### src/rtl/intc_prio_n.sv
// Priority interrupt controller: NUM_SRC configurable sources plus NMI, arbitrated
// against the CPU mask and presented through a REQ/ACK handshake with a register file.
module intc_prio_n #(
    parameter int                 NUM_SRC = 16,
    parameter int                 LVL_W   = 4,
    parameter int                 VEC_W   = 8,
    parameter int                 NMI_VEC = 11,
    parameter logic [LVL_W-1:0]   NMI_LVL = '1
) (
    input  logic               CLK,
    input  logic               RST,
    input  logic               CE,
    input  logic [NUM_SRC-1:0] SRC_IRQ,
    input  logic               NMI,
    input  logic [LVL_W-1:0]   INT_MASK,
    output logic               INT_REQ,
    output logic [LVL_W-1:0]   INT_LVL,
    output logic [VEC_W-1:0]   INT_VEC,
    input  logic               INT_ACK,
    input  logic [7:0]         REG_A,
    input  logic [31:0]        REG_DI,
    output logic [31:0]        REG_DO,
    input  logic               REG_WE,
    input  logic               REG_REQ,
    output logic               REG_ACT
);

    localparam int         IDX_W    = (NUM_SRC > 1) ? $clog2(NUM_SRC) : 1;
    localparam logic [5:0] PEND_IDX = 6'h3F;

    typedef enum logic [1:0] {S_IDLE, S_REQ, S_HOLD} state_t;

    logic [NUM_SRC-1:0] cfg_mode, cfg_en;
    logic [LVL_W-1:0]   cfg_prio [NUM_SRC];
    logic [VEC_W-1:0]   cfg_vec  [NUM_SRC];

    logic [NUM_SRC-1:0] irq_q, edge_pend, pend, elig;
    logic [NUM_SRC-1:0] cfg_wr, edge_set, edge_clr;
    logic               nmi_prev, nmi_latch;

    logic [5:0]         word_idx;
    logic               in_cfg, is_pend, wr_en, rd_en;
    logic [31:0]        rd_data;

    logic               any_elig;
    logic [LVL_W-1:0]   best_lvl;
    logic [VEC_W-1:0]   best_vec;
    logic [IDX_W-1:0]   best_id;

    state_t             state, state_nxt;
    logic               req_nxt, win_nmi, win_nmi_nxt, ack_fire;
    logic [LVL_W-1:0]   lvl_nxt;
    logic [VEC_W-1:0]   vec_nxt;
    logic [IDX_W-1:0]   win_id, win_id_nxt;

    assign word_idx = REG_A[7:2];
    assign in_cfg   = 32'(word_idx) < NUM_SRC;
    assign is_pend  = (word_idx == PEND_IDX);
    assign REG_ACT  = in_cfg | is_pend;
    assign wr_en    = CE & REG_REQ & REG_WE;
    assign rd_en    = CE & REG_REQ & ~REG_WE;
    assign ack_fire = CE & (state == S_REQ) & INT_ACK;

    // NOTE: every variable in an always_comb gets a default first, so no latch is inferred.
    always_comb begin
        cfg_wr   = '0;
        pend     = '0;
        elig     = '0;
        edge_set = '0;
        for (int i = 0; i < NUM_SRC; i++) begin
            cfg_wr[i]   = wr_en & (word_idx == 6'(i));
            pend[i]     = cfg_mode[i] ? edge_pend[i] : irq_q[i];
            elig[i]     = pend[i] & cfg_en[i] & (cfg_prio[i] != '0) & (cfg_prio[i] > INT_MASK);
            edge_set[i] = cfg_mode[i] & SRC_IRQ[i] & ~irq_q[i];
        end
    end

    always_comb begin
        edge_clr = '0;
        for (int i = 0; i < NUM_SRC; i++) begin
            edge_clr[i] = (wr_en & is_pend & REG_DI[i])
                        | (cfg_wr[i] & (REG_DI[16] != cfg_mode[i]))
                        | (ack_fire & ~win_nmi & (win_id == IDX_W'(i)));
        end
    end

    // Strict '>' while scanning upward keeps the lowest index on a priority tie.
    always_comb begin
        any_elig = 1'b0;
        best_lvl = '0;
        best_vec = '0;
        best_id  = '0;
        for (int i = 0; i < NUM_SRC; i++) begin
            if (elig[i] && (cfg_prio[i] > best_lvl)) begin
                any_elig = 1'b1;
                best_lvl = cfg_prio[i];
                best_vec = cfg_vec[i];
                best_id  = IDX_W'(i);
            end
        end
    end

    always_comb begin
        rd_data = '0;
        if (is_pend) rd_data[NUM_SRC-1:0] = pend;
        for (int i = 0; i < NUM_SRC; i++) begin
            if (word_idx == 6'(i)) begin
                rd_data[16]          = cfg_mode[i];
                rd_data[15]          = cfg_en[i];
                rd_data[LVL_W+7:8]   = cfg_prio[i];
                rd_data[VEC_W-1:0]   = cfg_vec[i];
            end
        end
    end

    // NOTE: sequential state uses non-blocking assignments only.
    always_ff @(posedge CLK) begin
        if (RST) begin
            irq_q     <= '0;
            edge_pend <= '0;
            nmi_prev  <= 1'b1;
            nmi_latch <= 1'b0;
            cfg_mode  <= '0;
            cfg_en    <= '0;
            REG_DO    <= '0;
            // NOTE: the config arrays are architecturally visible, so they are reset, not left as plain RAM.
            for (int i = 0; i < NUM_SRC; i++) begin
                cfg_prio[i] <= '0;
                cfg_vec[i]  <= '0;
            end
        end else if (CE) begin
            irq_q     <= SRC_IRQ;
            edge_pend <= (edge_pend & ~edge_clr) | edge_set;
            nmi_prev  <= NMI;
            nmi_latch <= (nmi_latch & ~(ack_fire & win_nmi)) | (NMI & ~nmi_prev);
            if (rd_en) REG_DO <= rd_data;
            for (int i = 0; i < NUM_SRC; i++) begin
                if (cfg_wr[i]) begin
                    cfg_mode[i] <= REG_DI[16];
                    cfg_en[i]   <= REG_DI[15];
                    cfg_prio[i] <= REG_DI[LVL_W+7:8];
                    cfg_vec[i]  <= REG_DI[VEC_W-1:0];
                end
            end
        end
    end

    always_ff @(posedge CLK) begin
        if (RST) begin
            state   <= S_IDLE;
            INT_REQ <= 1'b0;
            INT_LVL <= '0;
            INT_VEC <= '0;
            win_id  <= '0;
            win_nmi <= 1'b0;
        end else if (CE) begin
            state   <= state_nxt;
            INT_REQ <= req_nxt;
            INT_LVL <= lvl_nxt;
            INT_VEC <= vec_nxt;
            win_id  <= win_id_nxt;
            win_nmi <= win_nmi_nxt;
        end
    end

    always_comb begin
        state_nxt   = state;
        req_nxt     = INT_REQ;
        lvl_nxt     = INT_LVL;
        vec_nxt     = INT_VEC;
        win_id_nxt  = win_id;
        win_nmi_nxt = win_nmi;
        case (state)
            S_IDLE: begin
                if (nmi_latch) begin
                    req_nxt     = 1'b1;
                    lvl_nxt     = NMI_LVL;
                    vec_nxt     = VEC_W'(NMI_VEC);
                    win_nmi_nxt = 1'b1;
                    state_nxt   = S_REQ;
                end else if (any_elig) begin
                    req_nxt     = 1'b1;
                    lvl_nxt     = best_lvl;
                    vec_nxt     = best_vec;
                    win_id_nxt  = best_id;
                    win_nmi_nxt = 1'b0;
                    state_nxt   = S_REQ;
                end
            end
            S_REQ: begin
                if (INT_ACK) begin
                    req_nxt   = 1'b0;
                    state_nxt = S_HOLD;
                end else if (!win_nmi && !elig[win_id]) begin
                    req_nxt   = 1'b0;
                    state_nxt = S_IDLE;
                end
            end
            S_HOLD:  state_nxt = S_IDLE;
            default: state_nxt = S_IDLE;
        endcase
    end

endmodule

### config.mk
export PLATFORM = sky130hd
export DESIGN_NAME = intc_prio_n
export DESIGN_NICKNAME = d
export VERILOG_FILES = /design/src/rtl/intc_prio_n.sv
export SDC_FILE = /design/constraint.sdc
export NUM_CORES = 1
export LEC_CHECK = 0
export CELL_PAD_IN_SITES_DETAIL_PLACEMENT = 1
export CELL_PAD_IN_SITES_GLOBAL_PLACEMENT = 1
export CORE_ASPECT_RATIO = 0.75
export CORE_UTILIZATION = 43
export CTS_CLUSTER_SIZE = 24
export DETAILED_ROUTE_END_ITERATION = 12
export PLACE_DENSITY_LB_ADDON = 0.05
export SETUP_SLACK_MARGIN = 0.05
export SLEW_MARGIN = 10
export SYNTH_ARGS = -nofsm -noshare
export SYNTH_HDL_FRONTEND = slang
export SYNTH_SLANG_ARGS = --single-unit
### constraint.sdc
create_clock -name CLK -period 28.4 [get_ports CLK]
set_input_delay 5.68 -clock CLK [delete_from_list [all_inputs] [get_ports CLK]]
set_output_delay 5.68 -clock CLK [all_outputs]
set_load 0.02 [all_outputs]
Word-level counts from Yosys, hierarchy flattened. Memory sizes are Yosys's and may differ from the RTL's. Index checks and enable logic that the tools add are counted.

RAM bits: 192. Latch bits: 0. Output and inout bits: 46. ROM bits: 0. Bits in registers: 103. Word-level logic and storage cells: 662. Memories kept: 2. Input port bits: 67.

Add/subtract/negate cells: 0. Bitwise gates (word level): 244. Order comparisons: 34. Reduce and logical (&&, ||, !) cells: 61. Divide/modulo/power cells: 0. Equality and inequality tests: 50. Shifts and indexed selects: 0. Multiply operators: 0. Mux-type cells: 228.

Memories: cfg_vec (words 16, width 8, rd ports 16, clocked after memory_dff 0, write ports 16, RTL line 35) `logic [VEC_W-1:0] cfg_vec [NUM_SRC];`; cfg_prio (words 16, width 4, rd ports 16, clocked after memory_dff 0, write ports 16, RTL line 34) `logic [LVL_W-1:0] cfg_prio [NUM_SRC];`.

Operators with widths (count): two-way mux 8 bit (34); two-way mux 12 bit (16); two-way mux 4 bit (48); bitwise AND 1 bit (154); > comparator 4 bit (31); two-way mux 1 bit (106); bitwise OR 1 bit (66); nonzero test 4 bit (16); == test 6 x 4 -> 1 bit (second input constant) (8); two-way mux 2 bit (20); AND reduction 2 bit (17); == test 4 bit (second input constant) (8); == test 6 x 3 -> 1 bit (second input constant) (4); inverter 1 bit (21); logical AND 1 bit (17); bitwise AND 16 bit (1); == test 4 x 3 -> 1 bit (second input constant) (4); two-way mux 16 bit (1); != test 1 bit (16); inverter 16 bit (1); bitwise OR 16 bit (1); == test 6 x 2 -> 1 bit (second input constant) (2); == test 4 x 2 -> 1 bit (second input constant) (2); AND reduction 4 bit (2); 18 further kinds (21).

Logic depth before layout (Yosys ltp).
Depth after elaboration: 54. Mapped depth: 137. Gate-level depth less buffers: 126.

Least setup slack after synthesis. No wires, ideal clock.

Path kind: input to register. From: input INT_MASK[1]. To: register INT_REQ. Data arrival time: 28.388 ns. Slack: -0.079 ns. Buffers on the path: 13. Stages: 129. Required time: 28.309 ns. Cell sequence: inv_1 ha_1 nor2b_1 o211ai_1 a21oi_1 and2_1 ha_1 and4_1 a21oi_1 and2_1 clkbuf_1 a21oi_1 ha_1 nand2_1 inv_1 a221o_1 nand3_1 o31ai_4 [... 93 more ...] a21oi_1 buf_2 mux2_2 ha_1 a21oi_1 o21a_2 or2_1 buf_4 o21ai_1 ha_1 o21a_1 o21a_1 o211a_1 buf_6 nor3_1 o21ai_2 or3_1 a311oi_1.

Longest elaborated chain between the ends: 51. Elaborated cells on any way between the ends: 101. Classes of those cells: 31 x order compare; 2 x eq/ne; 33 x mux; 16 x bitwise; 19 x reduce/logical.

RTL lines: start, declared (RTL line 15) `input logic [LVL_W-1:0] INT_MASK,`; > comparator 4 bit (RTL line 73) `elig[i] = pend[i] & cfg_en[i] & (cfg_prio[i] != '0) & (cfg_prio[i] > INT_MASK);`; bitwise AND 1 bit (RTL line 73); logical AND 1 bit (RTL line 94) `if (elig[i] && (cfg_prio[i] > best_lvl)) begin`; two-way mux 4 bit (RTL line 94); > comparator 4 bit (RTL line 94); logical AND 1 bit (RTL line 94); two-way mux 4 bit (RTL line 94); > comparator 4 bit (RTL line 94); [... 35 more ...]; > comparator 4 bit (RTL line 94); logical AND 1 bit (RTL line 94); two-way mux 4 bit (RTL line 94); > comparator 4 bit (RTL line 94); logical AND 1 bit (RTL line 94); two-way mux 1 bit (RTL line 94); != test 3 bit (no source line); AND reduction 4 bit (no source line) *; end signal, assigned (RTL line 158) `INT_REQ <= req_nxt;`; end, declared (RTL line 16) `output logic INT_REQ,`.

Mark *: on every way between the ends. The rest lies on a longest branch, timed or not. The select of a mux whose other input is x is not followed. A chain may end at the register's enable or synchronous reset.

Worst setup path in the final report. Ends and elaborated chain as after synthesis.

==> impl_metrics.env <==
export IMPL_status="finished with violations"
export IMPL_violations="DRC"
export IMPL_ys_flop_type="edfxtp_1"
export IMPL_holdWs_ns=0.4574
export IMPL_critical_path_required_ns=28.83
export IMPL_drc_errors=4
export IMPL_ys_ff_latch=295
export IMPL_cp_depth=118
export IMPL_slew_viol_final=0
export IMPL_grt_pass1_wl_um=109200
export IMPL_yosys_warnings=0
export IMPL_viasPerCell=6.318
export IMPL_vdd_ir_drop_max_uv=40.90
export IMPL_cp_start_kind="primary input"
export IMPL_cpMostUsedCell="ha_1"
export IMPL_fin_skew_ns=0.03306
export IMPL_root_buffer="clkbuf_16"
export IMPL_dp_hpwl_um=55810
export IMPL_rows=66
export IMPL_wl_per_cell_um=25.79
export IMPL_placed_cells=2753
export IMPL_cts_sinks=295
export IMPL_ff2ff_setup_slack_ns=6.50
export IMPL_hold_viol=0
export IMPL_path_delay_family="compound AO/OA/AOI/OAI gates"
export IMPL_synth_area_per_cell_um2=9.026
export IMPL_arrival_ns=27.75
export IMPL_num_fill_cells=4990
export IMPL_gr_usage_all_layers=0.3155
export IMPL_cp_end_kind="flop"
export IMPL_drt_initial_drc_count=1478
export IMPL_drt_wl_total_um=73160
export IMPL_die_area_mm2=0.04585
export IMPL_cts_buffers=34
export IMPL_worst_pin_slew_ns=1.191
export IMPL_grt_overflow_total=0
export IMPL_async_flop_share=0
export IMPL_vias=17930
export IMPL_die_h_um=185.7
export IMPL_ant_nets=0
export IMPL_insertion_delay_ns=0.54
export IMPL_crit_type="in -> reg"
export IMPL_grt_max_degree=70
export IMPL_clk_pin_slew_ns=0.06
export IMPL_hold_path_class="reg -> reg"
export IMPL_core_mm2=0.04385
export IMPL_initial_utilization=0.4411
export IMPL_pin_count=113
export IMPL_synth_edf_count=192
export IMPL_antenna_found_initial=0
export IMPL_grt_pass1_vias=17950
export IMPL_reg2regPathDepth=116
export IMPL_drt_pass1_iter_count=9
export IMPL_ys_seq_area_frac=0.4047
export IMPL_fmax_mhz=36.61
export IMPL_insertedDiodeCount=0
export IMPL_r2r_end="INT_REQ$_SDFFE_PP0P_"
export IMPL_io_buffers=80
export IMPL_cp_endpoint="INT_REQ$_SDFFE_PP0P_"
export IMPL_critPathSlowestCell="clkdlybuf4s50_1"
export IMPL_cp_max_fo=5
export IMPL_die_width_um=246.9
export IMPL_clk_path_buf_depth=3
export IMPL_slew_headroom=0.1834
export IMPL_crit_path_start="INT_MASK[1]"
export IMPL_mappedNetlistArea_mm2=0.01934
export IMPL_nets=2400
export IMPL_max_stage_delay_ns=0.51
export IMPL_syn_inst=2143
export IMPL_timing_rr_start="cfg_prio[0][1]$_SDFFCE_PN0P_"
export IMPL_drive_gt1_frac=0.1288
export IMPL_fin_crit_ns=27.31
export IMPL_layoutNonFillerInstCount=2837
export IMPL_cts_tree="built"
export IMPL_maxCapViolCount=0
export IMPL_fin_crit_sh=0.9618
export IMPL_p_leak_nw=8.254
export IMPL_setup_violations=0
export IMPL_yosysUniqueCellTypes=112
export IMPL_path_buf_inv=12
export IMPL_place_congestion=0.8648
export IMPL_holdBufCountCts=0
export IMPL_area_delta_synth_final_pct=15.73
export IMPL_htreeDepth=2
export IMPL_powerDensity_mw_per_mm2=46.56
==> cell usage in the layout (no fill, tap or decap), drive strengths merged, types with 24 or more instances in the layout <==
cell,n
edfxtp,192
buf,106
clkbuf,48
a21oi,169
xnor2,27
nand2b,56
o21ai,144
mux2i,85
nor2,275
clkdlybuf4s50,76
inv,77
nor2b,24
dfxtp,103
nand2,227
o211ai,49
nand3,64
ha,99
==> how the worst min path moves through the flow <==
stage          depth (start not counted)                       to                     from
5_1_grt                                2  REG_DO[12]$_SDFFE_PP0P_  REG_DO[12]$_SDFFE_PP0P_
6_report                               2  REG_DO[12]$_SDFFE_PP0P_  REG_DO[12]$_SDFFE_PP0P_
2_1_floorplan                          2   cfg_en[7]$_SDFFE_PP0P_   cfg_en[7]$_SDFFE_PP0P_
3_5_place_dp                           2   REG_DO[6]$_SDFFE_PP0P_   REG_DO[6]$_SDFFE_PP0P_
4_1_cts                                2  REG_DO[12]$_SDFFE_PP0P_  REG_DO[12]$_SDFFE_PP0P_
3_3_place_gp                           2  REG_DO[12]$_SDFFE_PP0P_  REG_DO[12]$_SDFFE_PP0P_
==> metal layers <==
layer | track usage | vias up | share of wire
li1 | - | 8102 | -
met1 | 0.4769 | 9127 | 0.48
met2 | 0.4671 | 609 | 0.42
met3 | 0.04729 | 87 | 0.076
met4 | 0.07605 | 0 | 0.023
met5 | 0 | - | 0
==> synthesized netlist by cell type (all sizes together), types with 10 or more instances <==
library cell,number,share of area
o211ai,49,0.019
o21ai,143,0.038
a311oi,23,0.011
nand4,20,0.0068
clkbuf,96,0.019
edfxtp,192,0.30
nand3,64,0.017
o21a,14,0.0056
nand4b,18,0.0082
nand2,227,0.044
nand2b,56,0.018
mux2,19,0.011
mux2i,85,0.044
o22ai,17,0.0055
nor3,23,0.0065
and3,17,0.0055
a31oi,17,0.0058
inv,78,0.015
nor2,275,0.055
a21oi,169,0.044
buf,44,0.017
a221oi,15,0.0068
xnor2,27,0.013
a22oi,11,0.0043
nor4,16,0.0052
dfxtp,103,0.11
and2,21,0.0069
ha,99,0.064
o2111ai,17,0.0080
a211oi,13,0.0050
or2,10,0.0032
nor2b,24,0.0078
==> repair_timing <==
item	CTS	global route
setup buffers	0	22
hold endpoints to repair	0	0
pin swaps	1	27
gates resized for setup	17	68
endpoints found under the setup margin	19	19
gates cloned	1	0
==> kinds of logic (layout without fill, tap and decap cells) <==
| logic type | after synthesis | in the layout | share of synthesized area |
|---|---|---|---|
| DFF | 295 | 295 | 0.4047 |
| adders and majority gates | 101 | 101 | 0.06520 |
| other | 1 | 15 | 0.0001939 |
| AOI/OAI and AO/OA | 591 | 592 | 0.2060 |
| buffers and inverters | 220 | 321 | 0.05168 |
| and+or+nand+nor | 792 | 792 | 0.1923 |
| muxes | 112 | 112 | 0.06494 |
| xor gates and xnor gates | 31 | 31 | 0.01501 |
==> power breakdown <==
group | switching [mW] | internal (mW)
registers | 0.0221 | 0.478
clock network | 0.182 | 0.234
logic | 0.0792 | 0.0462
==> stage by stage <==
stage	cell area [um2]	TNS (ns)	utilization	power, mW	worst slack, ns
4_1_cts	21910	0	0.4996	1.037	0.07433
2_1_floorplan	19410	0	-	0.5752	0.09782
3_5_place_dp	20820	-13.47	0.4748	0.6256	-0.8129
3_3_place_gp	20820	-1.865	0.4748	0.6189	-0.2541
6_report	22390	0	0.5105	1.042	1.085
5_1_grt	22390	-2.057	0.5105	1.073	-0.1980
==> state kept, by name, indices dropped and copies added (netlist names) <==
name       cells
INT_LVL        4
INT_REQ        1
INT_VEC        8
REG_DO        17
cfg_en        16
cfg_mode      16
cfg_prio      64
cfg_vec      128
edge_pend     16
irq_q         16
nmi_latch      1
nmi_prev       1
state          2
win_id         4
win_nmi        1
==> worst reg2reg max path, delay by kind of cell, from the launching register on <==
family                     cells  cell delay, ns
muxes                         10            2.41
buffers and inverters         10            0.97
DFF                            1            0.50
and+or+nand+nor               34            4.42
xor gates and xnor gates       1            0.16
AOI/OAI and AO/OA             45            8.55
adders and majority gates     16            4.79
==> final cells by class <==
class | instances | area, um2 | share of cell area
flip-flops and latches | 295 | 7828 | 0.3497
well taps | 578 | 723.2 | 0.03230
clock buffers | 48 | 947.2 | 0.04231
clock inverters | 13 | 82.58 | 0.003689
repair buffers | 182 | 1556 | 0.06953
inverters | 78 | 304.0 | 0.01358
multi-input cells | 1643 | 10950 | 0.4889
(Power assumes the default switching activity.)
